===== config.mk =====
export PLATFORM = sky130hd
export DESIGN_NAME = soc_axi_err_slv
export DESIGN_NICKNAME = d
export VERILOG_FILES = /design/src/rtl/ariane_soc_pkg.sv /design/src/rtl/soc_err_rd_fifo.sv /design/src/rtl/soc_axi_err_slv.sv
export SDC_FILE = /design/constraint.sdc
export NUM_CORES = 1
export LEC_CHECK = 0
export BUFFER_PORTS_ARGS = -buffer_cell sky130_fd_sc_hd__buf_2
export CORE_MARGIN = 4
export CORE_UTILIZATION = 57
export CTS_CLUSTER_SIZE = 12
export DETAILED_ROUTE_END_ITERATION = 10
export GPL_TIMING_DRIVEN = 0
export PLACE_DENSITY = 0.86
export SLEW_MARGIN = 20
export SYNTH_ARGS = -nofsm -noshare
export SYNTH_HDL_FRONTEND = slang
export SYNTH_SLANG_ARGS = --single-unit

===== constraint.sdc =====
create_clock -name clk_i -period 9.5 [get_ports clk_i]
set_input_delay 0.475 -clock clk_i [delete_from_list [all_inputs] [get_ports clk_i]]
set_output_delay 0.475 -clock clk_i [all_outputs]
set_load 0.01 [all_outputs]

===== src/rtl/ariane_soc_pkg.sv =====
// ariane_soc: shared constants and types for the SoC default (error) slave.
//   RESP_DECERR    - AXI DECERR response code
//   IdWidthSlave   - AXI ID width on crossbar master ports (5 + clog2(4 slaves))
//   ERR_RESP_DATA  - default data pattern returned on every R beat
//   wr_state_e / rd_state_e - write / read FSM state encodings
//   sat_add32      - 32-bit saturating add of a 0..2 increment
package ariane_soc;

    localparam int unsigned IdWidthSlave  = 7;
    localparam logic [1:0]  RESP_DECERR   = 2'b11;
    localparam logic [63:0] ERR_RESP_DATA = 64'hDEAD_BEEF_DEAD_BEEF;

    typedef enum logic [1:0] {
        W_IDLE,
        W_DATA,
        W_RESP
    } wr_state_e;

    typedef enum logic {
        R_IDLE,
        R_BURST
    } rd_state_e;

    // Carry out of the 33-bit sum means the count would pass all-ones.
    function automatic logic [31:0] sat_add32(input logic [31:0] a, input logic [1:0] inc);
        logic [32:0] sum;
        sum = {1'b0, a} + {31'd0, inc};
        return sum[32] ? 32'hFFFF_FFFF : sum[31:0];
    endfunction

endpackage


===== src/rtl/soc_err_rd_fifo.sv =====
// soc_err_rd_fifo: synchronous FIFO of outstanding read bursts {id, len}.
//   clk_i, rst_ni             - clock, async active-low reset
//   push_i, push_id_i/len_i   - enqueue (ignored when full)
//   pop_i                     - dequeue head (ignored when empty)
//   head_id_o, head_len_o     - current head entry
//   full_o, empty_o           - occupancy flags
//   one_left_o                - exactly one entry stored
// No bypass: a push is visible on the head the cycle after it is accepted.
module soc_err_rd_fifo #(
    parameter int unsigned IdWidth = 7,
    parameter int unsigned Depth   = 4
) (
    input  logic               clk_i,
    input  logic               rst_ni,
    input  logic               push_i,
    input  logic [IdWidth-1:0] push_id_i,
    input  logic [7:0]         push_len_i,
    input  logic               pop_i,
    output logic [IdWidth-1:0] head_id_o,
    output logic [7:0]         head_len_o,
    output logic               full_o,
    output logic               empty_o,
    output logic               one_left_o
);

    localparam int unsigned PtrW = $clog2(Depth);
    localparam int unsigned EntW = IdWidth + 8;

    logic [Depth-1:0][EntW-1:0] mem_q;
    // Pointers carry one extra wrap bit so full and empty are distinguishable.
    logic [PtrW:0] wr_ptr_q, rd_ptr_q, fill;
    logic          do_push, do_pop;

    assign fill       = wr_ptr_q - rd_ptr_q;
    assign full_o     = (fill == (PtrW+1)'(Depth));
    assign empty_o    = (fill == '0);
    assign one_left_o = (fill == (PtrW+1)'(1));
    assign do_push    = push_i & ~full_o;
    assign do_pop     = pop_i & ~empty_o;

    assign {head_id_o, head_len_o} = mem_q[rd_ptr_q[PtrW-1:0]];

    always_ff @(posedge clk_i or negedge rst_ni) begin
        if (!rst_ni) begin
            wr_ptr_q <= '0;
            rd_ptr_q <= '0;
        end else begin
            if (do_push) wr_ptr_q <= wr_ptr_q + 1'b1;
            if (do_pop)  rd_ptr_q <= rd_ptr_q + 1'b1;
        end
    end

    // Storage needs no reset: entries are only read between push and pop.
    always_ff @(posedge clk_i) begin
        if (do_push) mem_q[wr_ptr_q[PtrW-1:0]] <= {push_id_i, push_len_i};
    end

endmodule


===== src/rtl/soc_axi_err_slv.sv =====
// soc_axi_err_slv: AXI4 terminating slave for the crossbar default port.
// Every transaction is answered with DECERR; read bursts return RespData.
//   clk_i, rst_ni            - clock, async active-low reset
//   aw_* / w_* / b_*         - write channels (AW id only, W data discarded)
//   ar_* / r_*               - read channels (AR id + len only)
//   err_cnt_o                - saturating count of AW + AR handshakes
// Read and write paths are independent; reads may queue up to MaxRdTxn bursts.
module soc_axi_err_slv
    import ariane_soc::*;
#(
    parameter int unsigned          IdWidth   = IdWidthSlave,
    parameter int unsigned          DataWidth = 64,
    parameter int unsigned          MaxRdTxn  = 4,
    parameter logic [DataWidth-1:0] RespData  = DataWidth'(ERR_RESP_DATA)
) (
    input  logic                 clk_i,
    input  logic                 rst_ni,
    input  logic                 aw_valid_i,
    output logic                 aw_ready_o,
    input  logic [IdWidth-1:0]   aw_id_i,
    input  logic                 w_valid_i,
    output logic                 w_ready_o,
    input  logic                 w_last_i,
    output logic                 b_valid_o,
    input  logic                 b_ready_i,
    output logic [IdWidth-1:0]   b_id_o,
    output logic [1:0]           b_resp_o,
    input  logic                 ar_valid_i,
    output logic                 ar_ready_o,
    input  logic [IdWidth-1:0]   ar_id_i,
    input  logic [7:0]           ar_len_i,
    output logic                 r_valid_o,
    input  logic                 r_ready_i,
    output logic [IdWidth-1:0]   r_id_o,
    output logic [DataWidth-1:0] r_data_o,
    output logic [1:0]           r_resp_o,
    output logic                 r_last_o,
    output logic [31:0]          err_cnt_o
);

    // ---------------- write path ----------------
    wr_state_e          wr_state_q, wr_state_d;
    logic [IdWidth-1:0] aw_id_q;
    logic               aw_hs;

    always_comb begin
        wr_state_d = wr_state_q;
        aw_ready_o = 1'b0;
        w_ready_o  = 1'b0;
        b_valid_o  = 1'b0;
        unique case (wr_state_q)
            W_IDLE: begin
                aw_ready_o = 1'b1;
                if (aw_valid_i) wr_state_d = W_DATA;
            end
            W_DATA: begin
                w_ready_o = 1'b1;
                if (w_valid_i && w_last_i) wr_state_d = W_RESP;
            end
            W_RESP: begin
                b_valid_o = 1'b1;
                if (b_ready_i) wr_state_d = W_IDLE;
            end
            default: wr_state_d = W_IDLE;
        endcase
    end

    assign aw_hs    = aw_valid_i & aw_ready_o;
    assign b_id_o   = aw_id_q;
    assign b_resp_o = RESP_DECERR;

    always_ff @(posedge clk_i or negedge rst_ni) begin
        if (!rst_ni) begin
            wr_state_q <= W_IDLE;
            aw_id_q    <= '0;
        end else begin
            wr_state_q <= wr_state_d;
            if (aw_hs) aw_id_q <= aw_id_i;
        end
    end

    // ---------------- read path ----------------
    rd_state_e          rd_state_q, rd_state_d;
    logic [7:0]         beat_q, beat_d;
    logic               fifo_full, fifo_empty, fifo_one_left;
    logic [IdWidth-1:0] head_id;
    logic [7:0]         head_len;
    logic               ar_hs, r_hs, pop;

    assign ar_ready_o = ~fifo_full;
    assign ar_hs      = ar_valid_i & ar_ready_o;

    soc_err_rd_fifo #(
        .IdWidth (IdWidth),
        .Depth   (MaxRdTxn)
    ) i_rd_fifo (
        .clk_i      (clk_i),
        .rst_ni     (rst_ni),
        .push_i     (ar_hs),
        .push_id_i  (ar_id_i),
        .push_len_i (ar_len_i),
        .pop_i      (pop),
        .head_id_o  (head_id),
        .head_len_o (head_len),
        .full_o     (fifo_full),
        .empty_o    (fifo_empty),
        .one_left_o (fifo_one_left)
    );

    // Beats are counted up from 0 and compared to the head len, so len=255
    // ends at beat 255 without the 8-bit counter ever wrapping mid-burst.
    assign r_valid_o = (rd_state_q == R_BURST);
    assign r_last_o  = r_valid_o & (beat_q == head_len);
    assign r_id_o    = head_id;
    assign r_data_o  = RespData;
    assign r_resp_o  = RESP_DECERR;
    assign r_hs      = r_valid_o & r_ready_i;
    assign pop       = r_hs & r_last_o;

    always_comb begin
        rd_state_d = rd_state_q;
        beat_d     = beat_q;
        unique case (rd_state_q)
            R_IDLE: begin
                beat_d = '0;
                // Entering on the push itself gives first-beat-next-cycle latency.
                if (!fifo_empty || ar_hs) rd_state_d = R_BURST;
            end
            R_BURST: begin
                if (r_hs) begin
                    if (r_last_o) begin
                        beat_d = '0;
                        // Chain straight into the next burst when one is queued.
                        if (fifo_one_left && !ar_hs) rd_state_d = R_IDLE;
                    end else begin
                        beat_d = beat_q + 8'd1;
                    end
                end
            end
            default: rd_state_d = R_IDLE;
        endcase
    end

    always_ff @(posedge clk_i or negedge rst_ni) begin
        if (!rst_ni) begin
            rd_state_q <= R_IDLE;
            beat_q     <= '0;
        end else begin
            rd_state_q <= rd_state_d;
            beat_q     <= beat_d;
        end
    end

    // ---------------- error counter ----------------
    logic [31:0] err_cnt_q;
    logic [1:0]  cnt_inc;

    assign cnt_inc   = {1'b0, aw_hs} + {1'b0, ar_hs};
    assign err_cnt_o = err_cnt_q;

    always_ff @(posedge clk_i or negedge rst_ni) begin
        if (!rst_ni) begin
            err_cnt_q <= '0;
        end else if (cnt_inc != 2'd0) begin
            err_cnt_q <= sat_add32(err_cnt_q, cnt_inc);
        end
    end

endmodule


==> results of run 1 <==
-- registers in the layout, summed over array words and instances, names as in the netlist --
register	cells
wr_state_q	2
i_rd_fifo.mem_q	60
i_rd_fifo.rd_ptr_q	3
b_id_o	7
err_cnt_o	32
beat_q	8
r_valid_o	1
i_rd_fifo.wr_ptr_q	3
-- per-layer routing --
layer / GRT usage, % / vias up / share of wire (%)
met3: 7.77 / 21 / 9.2
met5: 0 / - / 0
met1: 24.8 / 1702 / 40
met2: 34.4 / 159 / 49
met4: 6.94 / 0 / 1.7
li1: - / 1727 / -
-- worst max-delay path by stage --
stage	start	end	slack [ps]	depth (start not counted)
after floorplan	i_rd_fifo.wr_ptr_q[0]	err_cnt_o[10]	5140	21
after global placement	i_rd_fifo.wr_ptr_q[0]	err_cnt_o[6]	4540	21
after detailed placement	i_rd_fifo.wr_ptr_q[0]	err_cnt_o[12]	4440	21
after CTS	i_rd_fifo.wr_ptr_q[0]	err_cnt_o[12]	4380	21
after global routing	i_rd_fifo.wr_ptr_q[0]	err_cnt_o[12]	3860	21
final	i_rd_fifo.wr_ptr_q[0]	err_cnt_o[12]	4400	21
-- kinds of logic (layout without fill, tap and decap cells) --
family                     count (synthesis)  in the layout
AOI/OAI and AO/OA                         22             22
and+or+nand+nor                          122            122
adders and majority gates                 13             13
buffers and inverters                     90            203
xor gates and xnor gates                  39             39
muxes                                     26             26
DFF                                      116            116
other                                      2             68
-- power groups by stage --
| stage | Clock (uW) | Sequential, uW | Combinational [uW] |
|---|---|---|---|
| after detailed placement | 0 | 700 | 392 |
| final | 616 | 695 | 391 |
| after global placement | 0 | 692 | 376 |
| after global routing | 657 | 706 | 438 |
| after CTS | 623 | 695 | 398 |
| after floorplan | 0 | 698 | 265 |
-- cells in the mapped netlist (2+ instances only) --
library cell	instances	area, um^2
conb_1	2	7.51
mux4_2	15	338
dfrtp_1	56	1400
mux2_2	10	113
a31oi_1	2	12.5
nand4_1	5	31.3
clkbuf_1	8	30.0
xnor2_1	19	166
nor3_1	5	25.0
o21ai_0	3	15.0
ha_1	11	138
edfxtp_1	60	1800
nor4_1	3	18.8
fa_1	2	40.0
inv_1	11	41.3
and4_1	5	43.8
buf_4	68	510
and3_1	14	87.6
a221o_1	3	30.0
a21oi_1	6	30.0
nand3_1	16	80.1
xor2_1	20	175
nor2_1	9	33.8
a22o_1	3	26.3
and2_1	8	50.1
nand2b_1	3	18.8
nor2b_1	2	12.5
nand2_1	46	173
-- per-stage QoR --
| step | hold WS [ps] | utilization, % | power [uW] | setup WS, ps | std cells |
|---|---|---|---|---|---|
| floorplan | 179 | - | 963 | 5140 | 496 |
| global placement | 479 | 68.3 | 1070 | 4540 | 706 |
| detailed placement | 485 | 68.3 | 1090 | 4440 | 706 |
| CTS | 14.4 | 74.6 | 1720 | 4380 | 738 |
| global route | 46.3 | 74.6 | 1800 | 3860 | 738 |
| finish | -2.82 | 74.6 | 1700 | 4400 | 738 |
-- cell type report --
class / count / area [um^2] / area share, %
buffer: 79 / 577 / 8.25
multi-input combinational: 290 / 2010 / 28.7
clock inverter: 15 / 176 / 2.52
clock buffer: 17 / 414 / 5.92
tap: 129 / 161 / 2.31
sequential: 116 / 3200 / 45.8
inverter: 11 / 41.3 / 0.591
timing repair buffer: 81 / 408 / 5.83
==> qor.yml, run 1 <==
timing:
  tightest_slew_ps: 868
  skew_ps: 11.9
  whs_ps: -2.82
  setup_tns_ps: 0
  finalHoldViolCount: 4
  post-route-min-period_ps: 5100
  setup_viol: 0
  fin_crit_sh_pct: 53.7
  rsz0062_at_grt: "no"
  fmax_ghz: 0.196
  slew_viol_final: 0
  max_slew_margin_pct: 42.1
clock_network:
  clock-sinks: 116
  postCtsHoldBufs: 0
  clk_pin_slew_ps: 70
  cts_resized: 0
  cts_max_level: 4
  cts_tree: "done"
  clkLatencyLatePin_ps: 530
  cts_buffers: 17
  post_cts_buffers: 0
  clk_path_buf_depth: 2
  cts_root_buf: "clkbuf_8"
pwr:
  p_clk_share_pct: 36.2
  p_sw_share_pct: 31.9
  switching_power_uw: 542
  p_seq_share_pct: 40.8
  p_leak_uw: 0.00331
  powerDensity_nw_per_um2: 244
  internal_power_uw: 1160
  ir_drop_mv: 0.214
  comb_power_share_pct: 23.0
setup_path:
  cp.required_ps: 9950
  critPathTopFamily: "simple AND/OR/NAND/NOR gates"
  max_stage_delay_ps: 410
  critPathKind: "reg -> reg"
  worst_ep_arrival_time_ps: 5540
  crit_path_max_fanout: 10
  end_kind: "register"
  crit_buf_inv: 7
  reg2reg_to: "err_cnt_o[12]"
  cp-start-kind: "register"
  cpMostUsedCell: "clkbuf_1"
  r2r_setup_slack_ps: 4400
  slowest_stage: "fa_1"
  r2r_start: "i_rd_fifo.wr_ptr_q[0]"
  worstPathCellList: "inv_1 -> ha_1 -> fa_1 -> xnor2_1 -> xnor2_1 -> nand3_1 -> and2_1 -> clkbuf_1 -> inv_1 -> ha_1 -> ha_1 -> inv_1 -> fa_1 -> nor4bb_1 -> and4_1 -> clkbuf_1 -> and3_1 -> clkbuf_1 -> nand3_1 -> clkbuf_1 -> nand2_1"
  reg2regPathDepth: 21
cells_and_area:
  final_common_cell: "buf_2"
  final_nets: 639
  final_cell_mix: "buf_2, buf_4, conb_1"
  layout-drive-gt1-share_pct: 34.6
  synthToLayoutAreaGrowth_pct: 25.2
  design_area_um2: 6990
  fillCellCount: 631
  antenna_cells: 0
global_route:
  grt_usage_pct: 20.6
  grt_pass1_vias: 3578
  grt_pass1_wl_mm: 18.0
  antenna_found_initial: 0
  grt-ovfl-total: 0
  grt_max_degree: 57
place:
  dpl_cell_area_um2: 6400
  gp_congestion: 0.880
  numPortBuffers: 81
  dp_hpwl_mm: 7.67
floorplanning:
  initial_core_util_pct: 59.6
  fp-row-count: 35
  io_pins: 150
  die_area_um2: 11400
  core_um2: 9370
  fp.dieW_um: 107
  die_h_um: 107
yosys:
  yosys_warnings: 0
  synth_top_family_by_area: "simple AND/OR/NAND/NOR gates"
  synthSimpleGateAreaFrac_pct: 11.1
  syn_avg_cell_area_um2: 13.0
  ys_types: 43
  async_flop_share_pct: 48.3
  synth-edff-count: 60
  synth_xor_area_share_pct: 6.12
  syn_area_um2: 5580
  syn_inst: 430
  synthAdderAreaFrac_pct: 3.18
  synth_mux_area_share_pct: 8.25
  ys_seq_area_share_pct: 57.4
  ys_seq_elements: 116
  ys.flop_type: "edfxtp_1"
  synth-compound-area-share_pct: 2.76
routing:
  wl_mm: 11.1
  drc: 0
  first_iter_violations: 143
  wl_per_cell_um: 15.0
  vias: 3609
  ant_nets: 0
  via_per_inst: 4.89
  first_pass_iters: 5
status:
  outcome: "complete, but fails checks"
  violations: "hold timing"
hold_path:
  hold_path_class: "in -> async"
run:
  maxCapViolCount: 0
(Power assumes the default switching activity.)
==> inputs of run 2 (changes only) <==
- CORE_UTILIZATION: 57 -> 53
- PLACE_DENSITY: 0.86 -> 0.8
- clock period: 9.5 -> 5.2 ns (I/O delays scaled with it)
==> qor.yml, run 2 (synthesis results as in run 1) <==
setup_path:
  critPathKind: "reg -> reg"
  r2r_setup_slack_ps: 480  # -3930 ps
  slowest_stage: "fa_1"
  worstPathCellList: "inv_1 -> ha_1 -> fa_1 -> xnor2_1 -> xnor2_1 -> nand3_1 -> and2_1 -> clkbuf_1 -> inv_1 -> ha_1 -> ha_1 -> inv_1 -> fa_1 -> nor4bb_1 -> and4_2 -> and3_1 -> clkbuf_1 -> nand3_2 -> clkbuf_2 -> nand2_1"
  crit_path_max_fanout: 10  # unchanged
  cp-start-kind: "register"
  reg2reg_to: "err_cnt_o[8]"
  cp.required_ps: 5650  # -4300 ps
  reg2regPathDepth: 20  # -4.8%
  r2r_start: "i_rd_fifo.wr_ptr_q[0]"
  critPathTopFamily: "simple AND/OR/NAND/NOR gates"
  max_stage_delay_ps: 410  # about the same
  crit_buf_inv: 6  # -1
  end_kind: "register"
  worst_ep_arrival_time_ps: 5180  # -360 ps
floorplanning:
  die_h_um: 111  # +3.4%
  core_um2: 10300  # +9.7%
  initial_core_util_pct: 54.3  # -5.3 points
  fp.dieW_um: 111  # +3.4%
  fp-row-count: 37  # +5.7%
  io_pins: 150  # unchanged
  die_area_um2: 12200  # +7.0%
timing:
  skew_ps: 10.1  # -1.75 ps
  fmax_ghz: 0.212  # +7.9%
  tightest_slew_ps: 823  # -45.1 ps
  slew_viol_final: 0  # unchanged
  max_slew_margin_pct: 45.1  # +3.0 points
  finalHoldViolCount: 0  # -4
  fin_crit_sh_pct: 90.9  # +37 points
  whs_ps: 30.9  # +33.7 ps
  setup_viol: 0  # unchanged
  rsz0062_at_grt: "no"
  post-route-min-period_ps: 4720  # -372 ps
  setup_tns_ps: 0  # unchanged
global_route:
  grt_max_degree: 57  # unchanged
  grt_pass1_wl_mm: 18.9  # +4.7%
  grt_pass1_vias: 3776  # +5.5%
  grt-ovfl-total: 0  # unchanged
  antenna_found_initial: 0  # unchanged
  grt_usage_pct: 19.6  # -1.0 points
routing:
  first_iter_violations: 189  # +32%
  drc: 0  # unchanged
  wl_per_cell_um: 14.5  # -3.8%
  first_pass_iters: 5  # unchanged
  wl_mm: 11.2  # +0.54%
  ant_nets: 0  # unchanged
  via_per_inst: 4.80  # -1.8%
  vias: 3701  # +2.5%
cells_and_area:
  finish.cell_count_without_fillers: 771  # +4.5%
  largest_reg_flops: 60  # unchanged
  fillCellCount: 720  # +14%
  final_nets: 665  # +4.1%
  antenna_cells: 0  # unchanged
  layout-drive-gt1-share_pct: 33.7  # -0.95 points
  design_area_um2: 7260  # +3.9%
  seq_area_um2: 3200  # unchanged
  synthToLayoutAreaGrowth_pct: 30.1
  final_common_cell: "buf_2"
  final_cell_mix: "buf_2, buf_4, conb_1"
  multi_input_area_um2: 2020  # +0.31%
place:
  dp_hpwl_mm: 7.37  # -4.0%
  dpl_cell_area_um2: 6410  # +0.14%
  dp_cells: 713  # +0.99%
  gp_congestion: 0.805  # -8.5%
  numPortBuffers: 81  # unchanged
clock_network:
  cts_max_level: 4  # unchanged
  cts_buffers: 17  # unchanged
  post_cts_buffers: 0  # unchanged
  clk_pin_slew_ps: 60  # about the same
  clock-sinks: 116  # unchanged
  cts_tree: "done"
  clk_path_buf_depth: 2  # unchanged
  clkLatencyLatePin_ps: 520  # about the same
  cts_root_buf: "clkbuf_8"
hold_path:
  worstHoldStart: "b_ready_i"
  min_path_cells: 3
  hold_path_class: "in -> reg"
  min_to: "wr_state_q[1]"
pwr:
  powerDensity_nw_per_um2: 428  # +76%
  p_leak_uw: 0.00342  # +3.5%
  ir_drop_mv: 0.347  # +62%
run:
  maxCapViolCount: 0  # unchanged
status:
  outcome: "completed"
run 2: cell types whose count changed in the layout (fill, tap and decap cells not counted), sizes merged:
cell	previous run	this run
clkinv	4	6
bufinv	0	2
inv	20	15
dlygate4sd3	0	27
clkinvlp	2	1
clkbuf	25	26
run 2: area by class of cell:
cell class	instances	area share (%)
clock inverter	13	2.03
multi-input combinational	290	27.8
timing repair buffer	108	9.34
sequential	116	44.1
inverter	11	0.568
buffer	78	7.92
clock buffer	19	5.94
tap	136	2.34
run 2: timing repair:
item	4_1_cts	5_1_grt
hold buffers	27	0
setup endpoints to repair	0	27
endpoints found under the hold margin	126	0
gates resized for setup	0	6
run 2: metal layers:
metal | up-vias | wire length [um] | GRT usage [%]
met5 | - | 0 | 0
met4 | 0 | 187 | 8.13
met3 | 19 | 1060 | 7.78
met2 | 170 | 5420 | 31.6
met1 | 1734 | 4490 | 23.5
li1 | 1778 | - | -
run 2: through the flow:
step	setup WS [ps]	power, uW	util, %
2_1_floorplan	837	1760	-
3_3_place_gp	196	1950	62.3
3_5_place_dp	166	1990	62.4
4_1_cts	121	3140	70.6
5_1_grt	44.8	3290	70.7
6_report	475	3110	70.7
run 2: power breakdown:
| part | internal [uW] | switching [uW] | total, uW |
|---|---|---|---|
| clock | 700 | 423 | 1120 |
| combinational | 344 | 381 | 725 |
| sequential | 1160 | 98.9 | 1260 |
run 2: worst max-delay path by stage:
stage	slack, ps	end	from	cells after the start
after global routing	40	err_cnt_o[7]	i_rd_fifo.wr_ptr_q[0]	20
after floorplan	840	err_cnt_o[10]	i_rd_fifo.wr_ptr_q[0]	21
final	480	err_cnt_o[8]	i_rd_fifo.wr_ptr_q[0]	20
after global placement	200	err_cnt_o[25]	i_rd_fifo.wr_ptr_q[0]	21
after detailed placement	170	err_cnt_o[8]	i_rd_fifo.wr_ptr_q[0]	21
after CTS	120	err_cnt_o[8]	i_rd_fifo.wr_ptr_q[0]	21
run 2: worst min-delay path, stage by stage:
cell and delay, ps:
buf_2 90, inv_1 40, a32o_1 120
